<file path="config.mk">
export PLATFORM = sky130hd
export DESIGN_NAME = mvm_ctrl
export DESIGN_NICKNAME = d
export VERILOG_FILES = /design/src/rtl/mvm_ctrl.sv
export SDC_FILE = /design/constraint.sdc
export NUM_CORES = 1
export LEC_CHECK = 0
export BUFFER_PORTS_ARGS = -buffer_cell sky130_fd_sc_hd__clkbuf_2
export CAP_MARGIN = 20
export CORE_UTILIZATION = 40
export CTS_BUF_LIST = sky130_fd_sc_hd__clkbuf_8 sky130_fd_sc_hd__clkbuf_16
export CTS_CLUSTER_SIZE = 14
export DETAILED_ROUTE_END_ITERATION = 8
export GPL_ROUTABILITY_DRIVEN = 0
export PLACE_DENSITY = 0.56
export SLEW_MARGIN = 20
export SYNTH_ARGS = -nofsm -noshare
export SYNTH_HDL_FRONTEND = slang
export SYNTH_SLANG_ARGS = --single-unit
</file>
<file path="constraint.sdc">
create_clock -name clk -period 10.3 [get_ports clk]
set_input_delay 0.515 -clock clk [delete_from_list [all_inputs] [get_ports clk]]
set_output_delay 0.515 -clock clk [all_outputs]
set_load 0.1 [all_outputs]
</file>
<file path="src/rtl/mvm_ctrl.sv">
// mvm_ctrl: command/data sequencer in front of the mvm unit.
// Buffers packets, issues gap-free mvm loads, captures results into a FIFO.
module mvm_ctrl #(
  parameter int M  = 8,
  parameter int IW = 12,
  parameter int OW = 24
) (
  input  logic          clk,
  input  logic          reset,
  input  logic          cmd_valid,
  input  logic [1:0]    cmd_op,
  output logic          cmd_ready,
  input  logic          in_valid,
  input  logic [IW-1:0] in_data,
  output logic          in_ready,
  output logic          out_valid,
  output logic [OW-1:0] out_data,
  input  logic          out_ready,
  output logic          err,
  output logic          busy,
  output logic          mvm_loadMatrix,
  output logic          mvm_loadVector,
  output logic          mvm_start,
  output logic [IW-1:0] mvm_data_in,
  input  logic          mvm_done,
  input  logic [OW-1:0] mvm_data_out
);
  localparam int MM = M * M;
  localparam int AW = $clog2(MM);
  localparam int NW = $clog2(MM + 1);
  localparam int PW = $clog2(M);
  localparam int CW = $clog2(M + 1);

  typedef enum logic [2:0] {
    S_IDLE,
    S_COLLECT,
    S_ISSUE,
    S_STREAM,
    S_START,
    S_WAIT,
    S_CAPTURE
  } state_t;

  state_t        state_q, state_d;
  logic          kind_q, kind_d;
  logic [NW-1:0] n_q, n_d;
  logic [NW-1:0] wr_q, wr_d;
  logic [NW-1:0] rd_q, rd_d;
  logic [CW-1:0] cap_q, cap_d;
  logic          mat_ok_q, mat_ok_d;
  logic          vec_ok_q, vec_ok_d;
  logic          err_q, err_d;
  logic [PW-1:0] wp_q, wp_d;
  logic [PW-1:0] rp_q, rp_d;
  logic [CW-1:0] cnt_q, cnt_d;

  logic [IW-1:0] pbuf [MM];
  logic [OW-1:0] fifo [M];

  logic cmd_fire, in_fire, push, pop;

  assign cmd_ready      = (state_q == S_IDLE) && !reset;
  assign in_ready       = (state_q == S_COLLECT);
  assign busy           = (state_q != S_IDLE);
  assign err            = err_q;
  assign mvm_loadMatrix = (state_q == S_ISSUE) && !kind_q;
  assign mvm_loadVector = (state_q == S_ISSUE) && kind_q;
  assign mvm_start      = (state_q == S_START) && (cnt_q == '0);
  assign mvm_data_in    = (state_q == S_STREAM) ?
                          pbuf[rd_q[AW-1:0]] : '0;
  assign out_valid      = (cnt_q != '0);
  assign out_data       = out_valid ? fifo[rp_q] : '0;

  assign cmd_fire = cmd_valid && cmd_ready;
  assign in_fire  = in_valid && in_ready;
  assign push     = (state_q == S_CAPTURE);
  assign pop      = out_valid && out_ready;

  // Sequencer next state: collect, issue, stream, start, capture.
  always_comb begin
    state_d  = state_q;
    kind_d   = kind_q;
    n_d      = n_q;
    wr_d     = wr_q;
    rd_d     = rd_q;
    cap_d    = cap_q;
    mat_ok_d = mat_ok_q;
    vec_ok_d = vec_ok_q;
    err_d    = 1'b0;
    unique case (state_q)
      S_IDLE: begin
        if (cmd_fire) begin
          unique case (cmd_op)
            2'd0: begin
              n_d     = NW'(MM);
              kind_d  = 1'b0;
              wr_d    = '0;
              state_d = S_COLLECT;
            end
            2'd1: begin
              n_d     = NW'(M);
              kind_d  = 1'b1;
              wr_d    = '0;
              state_d = S_COLLECT;
            end
            2'd2: begin
              if (mat_ok_q && vec_ok_q) state_d = S_START;
              else err_d = 1'b1;
            end
            2'd3: err_d = 1'b1;
          endcase
        end
      end
      S_COLLECT: begin
        if (in_fire) begin
          wr_d = wr_q + NW'(1);
          if (wr_q == n_q - NW'(1)) state_d = S_ISSUE;
        end
      end
      S_ISSUE: begin
        rd_d    = '0;
        state_d = S_STREAM;
      end
      S_STREAM: begin
        rd_d = rd_q + NW'(1);
        if (rd_q == n_q - NW'(1)) begin
          if (kind_q) vec_ok_d = 1'b1;
          else mat_ok_d = 1'b1;
          state_d = S_IDLE;
        end
      end
      S_START: begin
        if (cnt_q == '0) state_d = S_WAIT;
      end
      S_WAIT: begin
        cap_d = '0;
        if (mvm_done) state_d = S_CAPTURE;
      end
      S_CAPTURE: begin
        cap_d = cap_q + CW'(1);
        if (cap_q == CW'(M - 1)) state_d = S_IDLE;
      end
      default: state_d = S_IDLE;
    endcase
  end

  // Result FIFO pointers and occupancy.
  always_comb begin
    wp_d  = wp_q;
    rp_d  = rp_q;
    cnt_d = cnt_q;
    if (push) begin
      wp_d = (wp_q == PW'(M - 1)) ? '0 : wp_q + PW'(1);
    end
    if (pop) begin
      rp_d = (rp_q == PW'(M - 1)) ? '0 : rp_q + PW'(1);
    end
    if (push && !pop) cnt_d = cnt_q + CW'(1);
    else if (pop && !push) cnt_d = cnt_q - CW'(1);
  end

  // Control state registers.
  always_ff @(posedge clk) begin
    if (reset) begin
      state_q  <= S_IDLE;
      kind_q   <= 1'b0;
      n_q      <= '0;
      wr_q     <= '0;
      rd_q     <= '0;
      cap_q    <= '0;
      mat_ok_q <= 1'b0;
      vec_ok_q <= 1'b0;
      err_q    <= 1'b0;
      wp_q     <= '0;
      rp_q     <= '0;
      cnt_q    <= '0;
    end else begin
      state_q  <= state_d;
      kind_q   <= kind_d;
      n_q      <= n_d;
      wr_q     <= wr_d;
      rd_q     <= rd_d;
      cap_q    <= cap_d;
      mat_ok_q <= mat_ok_d;
      vec_ok_q <= vec_ok_d;
      err_q    <= err_d;
      wp_q     <= wp_d;
      rp_q     <= rp_d;
      cnt_q    <= cnt_d;
    end
  end

  // Packet buffer and result FIFO storage.
  always_ff @(posedge clk) begin
    if (in_fire) pbuf[wr_q[AW-1:0]] <= in_data;
    if (push) fifo[wp_q] <= mvm_data_out;
  end

endmodule

</file>
==> results of run 1 <==
registers in the layout, indices dropped and copies added (netlist names), named ones only:
name	cells
pbuf	768
fifo	192
rd_q	7
wr_q	7
cap_q	4
cnt_q	4
rp_q	3
state_q	3
wp_q	3
n_q	2
err	1
mat_ok_q	1
vec_ok_q	1
cell usage after synthesis, types with 7 or more instances:
cell type	number
dfxtp_1	45
nor2_1	146
a211oi_1	8
o21ai_0	13
buf_6	10
o22ai_1	9
buf_1	8
buf_2	27
mux2i_1	73
a21oi_1	35
nor3_1	23
buf_4	26
nand2_1	47
nor2b_1	13
a22oi_1	8
o211ai_1	7
mux4_2	248
edfxtp_1	960
clkbuf_1	28
nand2b_1	12
nand3_1	16
inv_1	8
ha_1	10
o21ai_1	11
per-layer routing:
metal,GRT usage,part of all wire
met5,0,0.00039
met4,0.0441,0.018
met3,0.0405,0.060
met2,0.313,0.49
met1,0.267,0.43
worst paths after layout:
kind / startpoint / slack (ps) / endpoint / depth (start not counted)
setup / recovery: register / 4860 / mvm_data_in[8] / 7
hold / removal: mvm_data_out[7] / 110 / fifo[5][7] / 1
setup reg to reg: state_q[0] / 6570 / pbuf[47][1] / 4
hold reg to reg: mat_ok_q / 470 / mat_ok_q / 1
per-stage QoR:
stage	instance area (um2)	total power, mW	hold slack [ps]	std cells	util
after floorplan	39200	5.26	429	1886	-
after global placement	41300	5.47	451	3217	0.427
after detailed placement	41300	5.48	466	3218	0.427
after CTS	44800	9.26	60.6	3419	0.463
after global routing	44900	9.45	79.1	3420	0.463
final	44900	9.17	109	3421	0.463
layout by cell type (no fill, tap or decap), types with 10 or more instances in the layout:
cell / n
a21oi_1: 35
buf_4: 65
bufinv_16: 12
clkbuf_16: 107
clkbuf_2: 87
clkinv_1: 26
clkinv_2: 22
dfxtp_1: 39
edfxtp_1: 960
ha_1: 10
inv_1: 25
mux2i_1: 73
mux4_2: 248
nand2_1: 47
nand2b_1: 12
nand3_1: 16
nor2_1: 114
nor2_2: 32
nor2b_1: 13
nor3_1: 19
o21ai_0: 13
o21ai_1: 11
logic make-up after synthesis:
group	Yosys count
xor gates and xnor gates	9
adders and majority gates	11
DFF	1005
and+or+nand+nor	292
AOI/OAI and AO/OA	135
muxes	326
buffers and inverters	108
report_power, final:
part	leakage, nW	internal, mW	switching [mW]	total (mW)
Combinational	2.94	0.210	0.656	0.866
Sequential	8.99	4.49	0.0351	4.52
Clock	1.77	2.21	1.57	3.78
Total	13.7	6.91	2.26	9.17
final cells by class:
class / count / area [um2] / share of cell area
clock inverters: 92 / 788 / 0.0176
diodes: 1 / 2.50 / 0.0000558
flip-flops and latches: 1005 / 29700 / 0.663
repair buffers: 156 / 1010 / 0.0225
well taps: 1276 / 1600 / 0.0356
inverters: 9 / 33.8 / 0.000753
multi-input cells: 773 / 8980 / 0.200
clock buffers: 109 / 2710 / 0.0603
==> out/qor.yml, run 1 <==
setup_path:
  critPathRequiredTime_ps: 9790
  cp_slowest_stage_delay_ps: 730
  worstSetupStartpointType: "register"
  cp-end-kind: "primary output"
  slowest_stage: "buf_4"
  cp.buffers_inverters: 3
  crit_chain: "buf_4 > buf_4 > mux4_2 > mux4_2 > o211ai_1 > o21ai_1 > clkbuf_2"
  critPathTopFamily: "buffers and inverters"
  crit_path_max_fanout: 51
  criticalPathCategory: "reg2out"
  cp.arrival_ps: 4920
pwr:
  power.density_nw_per_um2: 204
  p_leak_nw: 13.7
  ir_drop_uv: 183
synth:
  synthMuxAreaShare: 0.163
  syn_nets: 1941
  yosys.area_share.adder: 0.00370
  avgSynthCellArea_um2: 20.8
  synth_compound_area_frac: 0.0236
  synth_flop_cell: "edfxtp_1"
  syn-cell-area_um2: 39200
  synth-edff-count: 960
  yosys.cell_types.count: 67
  ys_ff_latch: 1005
  ys_warn_count: 0
  synth_xor_area_frac: 0.00201
  synthSimpleGateAreaFrac: 0.0343
  postSynthCellCount: 1886
  async_flop_share: 0
  ys_seq_area_frac: 0.758
  synth_top_area_frac: 0.735
  yosysTopAreaCell: "edfxtp_1"
  synth_top_family_by_area: "multiplexers"
  synth_area_leaders: "edfxtp_1, mux4_2, dfxtp_1, mux2i_1, nor2_1"
sta:
  maxSlewViolCount: 0
  setup_viol: 0
  finalHoldViolations: 0
  fmax_mhz: 184
  slew_headroom: 0.265
  skew_ps: 25.9
  fin_crit_sh: 0.528
  period_minus_slack_ps: 5440
  layout_setup_ws_ps: 4860
  worstMarginPinSlew_ps: 1100
  grt_setup_unrepaired: "false"
  fin_tns_setup_ps: 0
placed_design:
  io_buffers: 87
  place_ws_ps: 5560
  hpwl_um: 54600
clocking:
  clkTransAtPathRegs_ps: 60
  postCtsHoldBufs: 0
  clockBufferDepth: 3
  insertion_delay_ps: 680
  cts_setup_buffers: 0
  cts_resized: 0
  h-tree-depth: 3
  numCtsBuffers: 106
  cts_tree: "built"
  cts-root-buf: "clkbuf_16"
  cts.sinks: 1005
global_route:
  grt_pass1_wl_um: 137000
  grt_max_degree: 133
  antenna_found_initial: 3
  gr-usage-all-layers: 0.193
  gr-total-overflow: 0
  grt_pass1_vias: 19500
outcome:
  violations: "design-rule violations"
  status: "finished with violations"
hold_path:
  hp-class: "in2reg"
floorplanning:
  rows: 114
  io_pins: 88
  core_um2: 96900
  start_util: 0.405
  die_h_um: 315
  die_w_um: 315
  die-area_um2: 99300
drt:
  drt_iter0_markers: 1673
  drcViolationCount: 8
  dr.pass1.iters: 7
  avgViaCountPerCell: 5.57
  ant_nets: 0
  vias: 19100
  wire_per_inst_um: 27.6
  finalWirelength_um: 94400
run:
  drv_cap: 0
layout:
  fin_nets: 2106
  drive_gt1_frac: 0.289
  fillerInstances: 8105
  area_growth_pct: 14.4
(Power assumes the default switching activity.)
==> inputs of run 2 (changes only) <==
==> constraint.sdc (replaced) <==
create_clock -name clk -period 5.4 [get_ports clk]
set_input_delay 0.27 -clock clk [delete_from_list [all_inputs] [get_ports clk]]
set_output_delay 0.27 -clock clk [all_outputs]
set_load 0.1 [all_outputs]
==> run 2 against run 1 <==
  * Flip-flop and latch count unchanged
  * Critical path depth increased by 1
  * Clock-buffer cell count increased by 2
  * Core utilization increased by 0.21 points
  * Via count about the same
  * Die area unchanged
  * Routed wire length decreased by 1.2%
  * The flow still finishes with violations (design-rule violations)
==> out/qor.yml, run 2 (synthesized netlist as in run 1, its figures left out) <==
clocking:
  cts-root-buf: "clkbuf_16"  # unchanged
  clockBufferDepth: 3  # unchanged
  insertion_delay_ps: 690  # was 680 ps
  numCtsBuffers: 104  # was 106
  h-tree-depth: 3  # unchanged
  cts_resized: 0  # unchanged
  cts_tree: "built"  # unchanged
  cts.sinks: 1005  # unchanged
  clkTransAtPathRegs_ps: 60  # about the same
sta:
  layout_setup_ws_ps: 996  # was 4860 ps
  hold_ws_ps: 143  # was 109 ps
  fin_crit_sh: 0.816
  period_minus_slack_ps: 4400
  skew_ps: 24.5  # was 25.9 ps
  maxSlewViolCount: 0  # unchanged
  fmax_mhz: 227
  slew_headroom: 0.295  # was 0.265
  fin_tns_setup_ps: 0  # unchanged
  worstMarginPinSlew_ps: 1050  # was 1100 ps
  grt_setup_unrepaired: "false"  # unchanged
  finalHoldViolations: 0  # unchanged
  setup_viol: 0  # unchanged
setup_path:
  crit_path_max_fanout: 41  # was 51
  crit_chain: "buf_4 > buf_4 > mux4_2 > mux2i_1 > a2111oi_0 > o21ai_1 > o21ai_1 > clkbuf_2"  # was buf_4 > buf_4 > mux4_2 > mux4_2 > o211ai_1 > o21ai_1 > clkbuf_2
  r2r_end: "pbuf[22][3]"  # was pbuf[47][1]
  path_depth: 8  # was 7
  slowest_stage: "dfxtp_4"  # was buf_4
  cp-end-kind: "primary output"  # unchanged
  cp_slowest_stage_delay_ps: 950  # was 730 ps
  cp.buffers_inverters: 3  # unchanged
  r2r-start: "state_q[0]"  # unchanged
  criticalPathCategory: "reg2out"  # unchanged
  reg2regPathDepth: 5  # was 4
  worstSetupStartpointType: "register"  # unchanged
  critPathTopFamily: "buffers and inverters"  # unchanged
  cp.arrival_ps: 4130  # was 4920 ps
  r2r_setup_slack_ps: 1490  # was 6570 ps
  critPathRequiredTime_ps: 5130  # was 9790 ps
global_route:
  gr-total-overflow: 0  # unchanged
  antenna_found_initial: 1  # was 3
  grt_pass1_vias: 19700  # was 19500
  grt_pass1_wl_um: 136000  # was 137000 um
  grt_max_degree: 65  # was 133
  gr-usage-all-layers: 0.191  # was 0.193
floorplanning:
  die_w_um: 315  # unchanged
  die_h_um: 315  # unchanged
  io_pins: 88  # unchanged
  core_um2: 96900  # unchanged
  start_util: 0.405  # unchanged
  rows: 114  # unchanged
  die-area_um2: 99300  # unchanged
outcome:
  violations: "design-rule violations"  # unchanged
  status: "finished with violations"  # unchanged
layout:
  final-seq-area_um2: 29700  # unchanged
  largest_reg_flops: 768  # unchanged
  drive_gt1_frac: 0.288  # was 0.289
  multi_input_area_um2: 8980  # about the same
  final_common_cell: "edfxtp_1"  # unchanged
  area_growth_pct: 14.9  # was 14.4%
  diodes: 0  # was 1
  fin_nets: 2147  # was 2106
  fin_util: 0.465  # was 0.463
  fillerInstances: 8065  # was 8105
  final_cell_mix: "edfxtp_1, mux4_2, nor2_1"  # unchanged
hold_path:
  min_from: "mvm_done"  # was mvm_data_out[7]
  hp-class: "in2reg"  # unchanged
  hold_path_end: "state_q[2]"  # was fifo[5][7]
  hold-path-cell-count: 4  # was 1
placed_design:
  hpwl_um: 54700  # was 54600 um
  io_buffers: 87  # unchanged
  place_ws_ps: 1540  # was 5560 ps
drt:
  avgViaCountPerCell: 5.52  # was 5.57
  finalWirelength_um: 93300  # was 94400 um
  ant_nets: 0  # unchanged
  wire_per_inst_um: 27.0  # was 27.6 um
  vias: 19100  # about the same
  drt_iter0_markers: 1764  # was 1673
  dr.pass1.iters: 8  # was 7
  drcViolationCount: 4  # was 8
pwr:
  design_power_total_mw: 17.2  # was 9.17 mW
  internal_power_mw: 12.8  # was 6.91 mW
  p_leak_nw: 13.8  # was 13.7 nW
  power.share.clock: 0.399  # was 0.412
  power_frac_seq: 0.503  # was 0.493
  power.density_nw_per_um2: 381  # was 204 nW/um2
  switching_share: 0.254  # was 0.247
  ir_drop_uv: 534  # was 183 uV
  power_frac_comb: 0.098  # was 0.094
  switching_power_mw: 4.37  # was 2.26 mW
run:
  drv_cap: 0  # unchanged
[run 2: worst max-delay path by stage]
stage | start | end | slack [ps]
floorplan | register | mvm_data_in[10] | 670
global placement | state_q[0] | pbuf[14][4] | 1570
detailed placement | state_q[0] | pbuf[38][8] | 1540
CTS | register | mvm_data_in[6] | 800
global route | register | mvm_data_in[4] | 660
finish | register | mvm_data_in[4] | 1000
[run 2: power groups by stage]
stage,clock network (mW),registers (mW),logic [mW]
floorplan,0,8.75,1.28
global placement,0,8.85,1.60
detailed placement,0,8.85,1.61
CTS,6.97,8.69,1.63
global route,7.24,8.64,1.77
finish,6.86,8.63,1.68
[run 2: timing repair]
action                                 in CTS  in global routing
buffers inserted                            0                  0
hold buffers                               30                  0
endpoints found under the hold margin     205                  0
[run 2: routing by layer]
| layer | vias up | track usage | share of wire |
|---|---|---|---|
| met2 | 613 | 0.314 | 0.49 |
| met1 | 10100 | 0.262 | 0.43 |
| li1 | 8223 | - | - |
| met4 | 2 | 0.0460 | 0.019 |
| met5 | - | 0 | 0.00018 |
| met3 | 142 | 0.0362 | 0.058 |
[run 2: tightest hold or removal path: stages]
cell and delay, ps:
clkbuf_2 80, nor3_1 40, o31ai_2 290, a311oi_1 100
[run 2: final cells by class]
type | instances | share of cell area
Clock inverter | 79 | 0.0127
Sequential cell | 1005 | 0.660
Multi-Input combinational cell | 773 | 0.199
Clock buffer | 111 | 0.0601
Tap cell | 1276 | 0.0354
Inverter | 9 | 0.000750
Timing Repair Buffer | 199 | 0.0315
[run 2: metrics by stage]
stage               area (um2)  std cells
detailed placement       41400       3231
global route             45100       3452
finish                   45100       3452
global placement         41400       3231
CTS                      45000       3451
floorplan                39200       1886
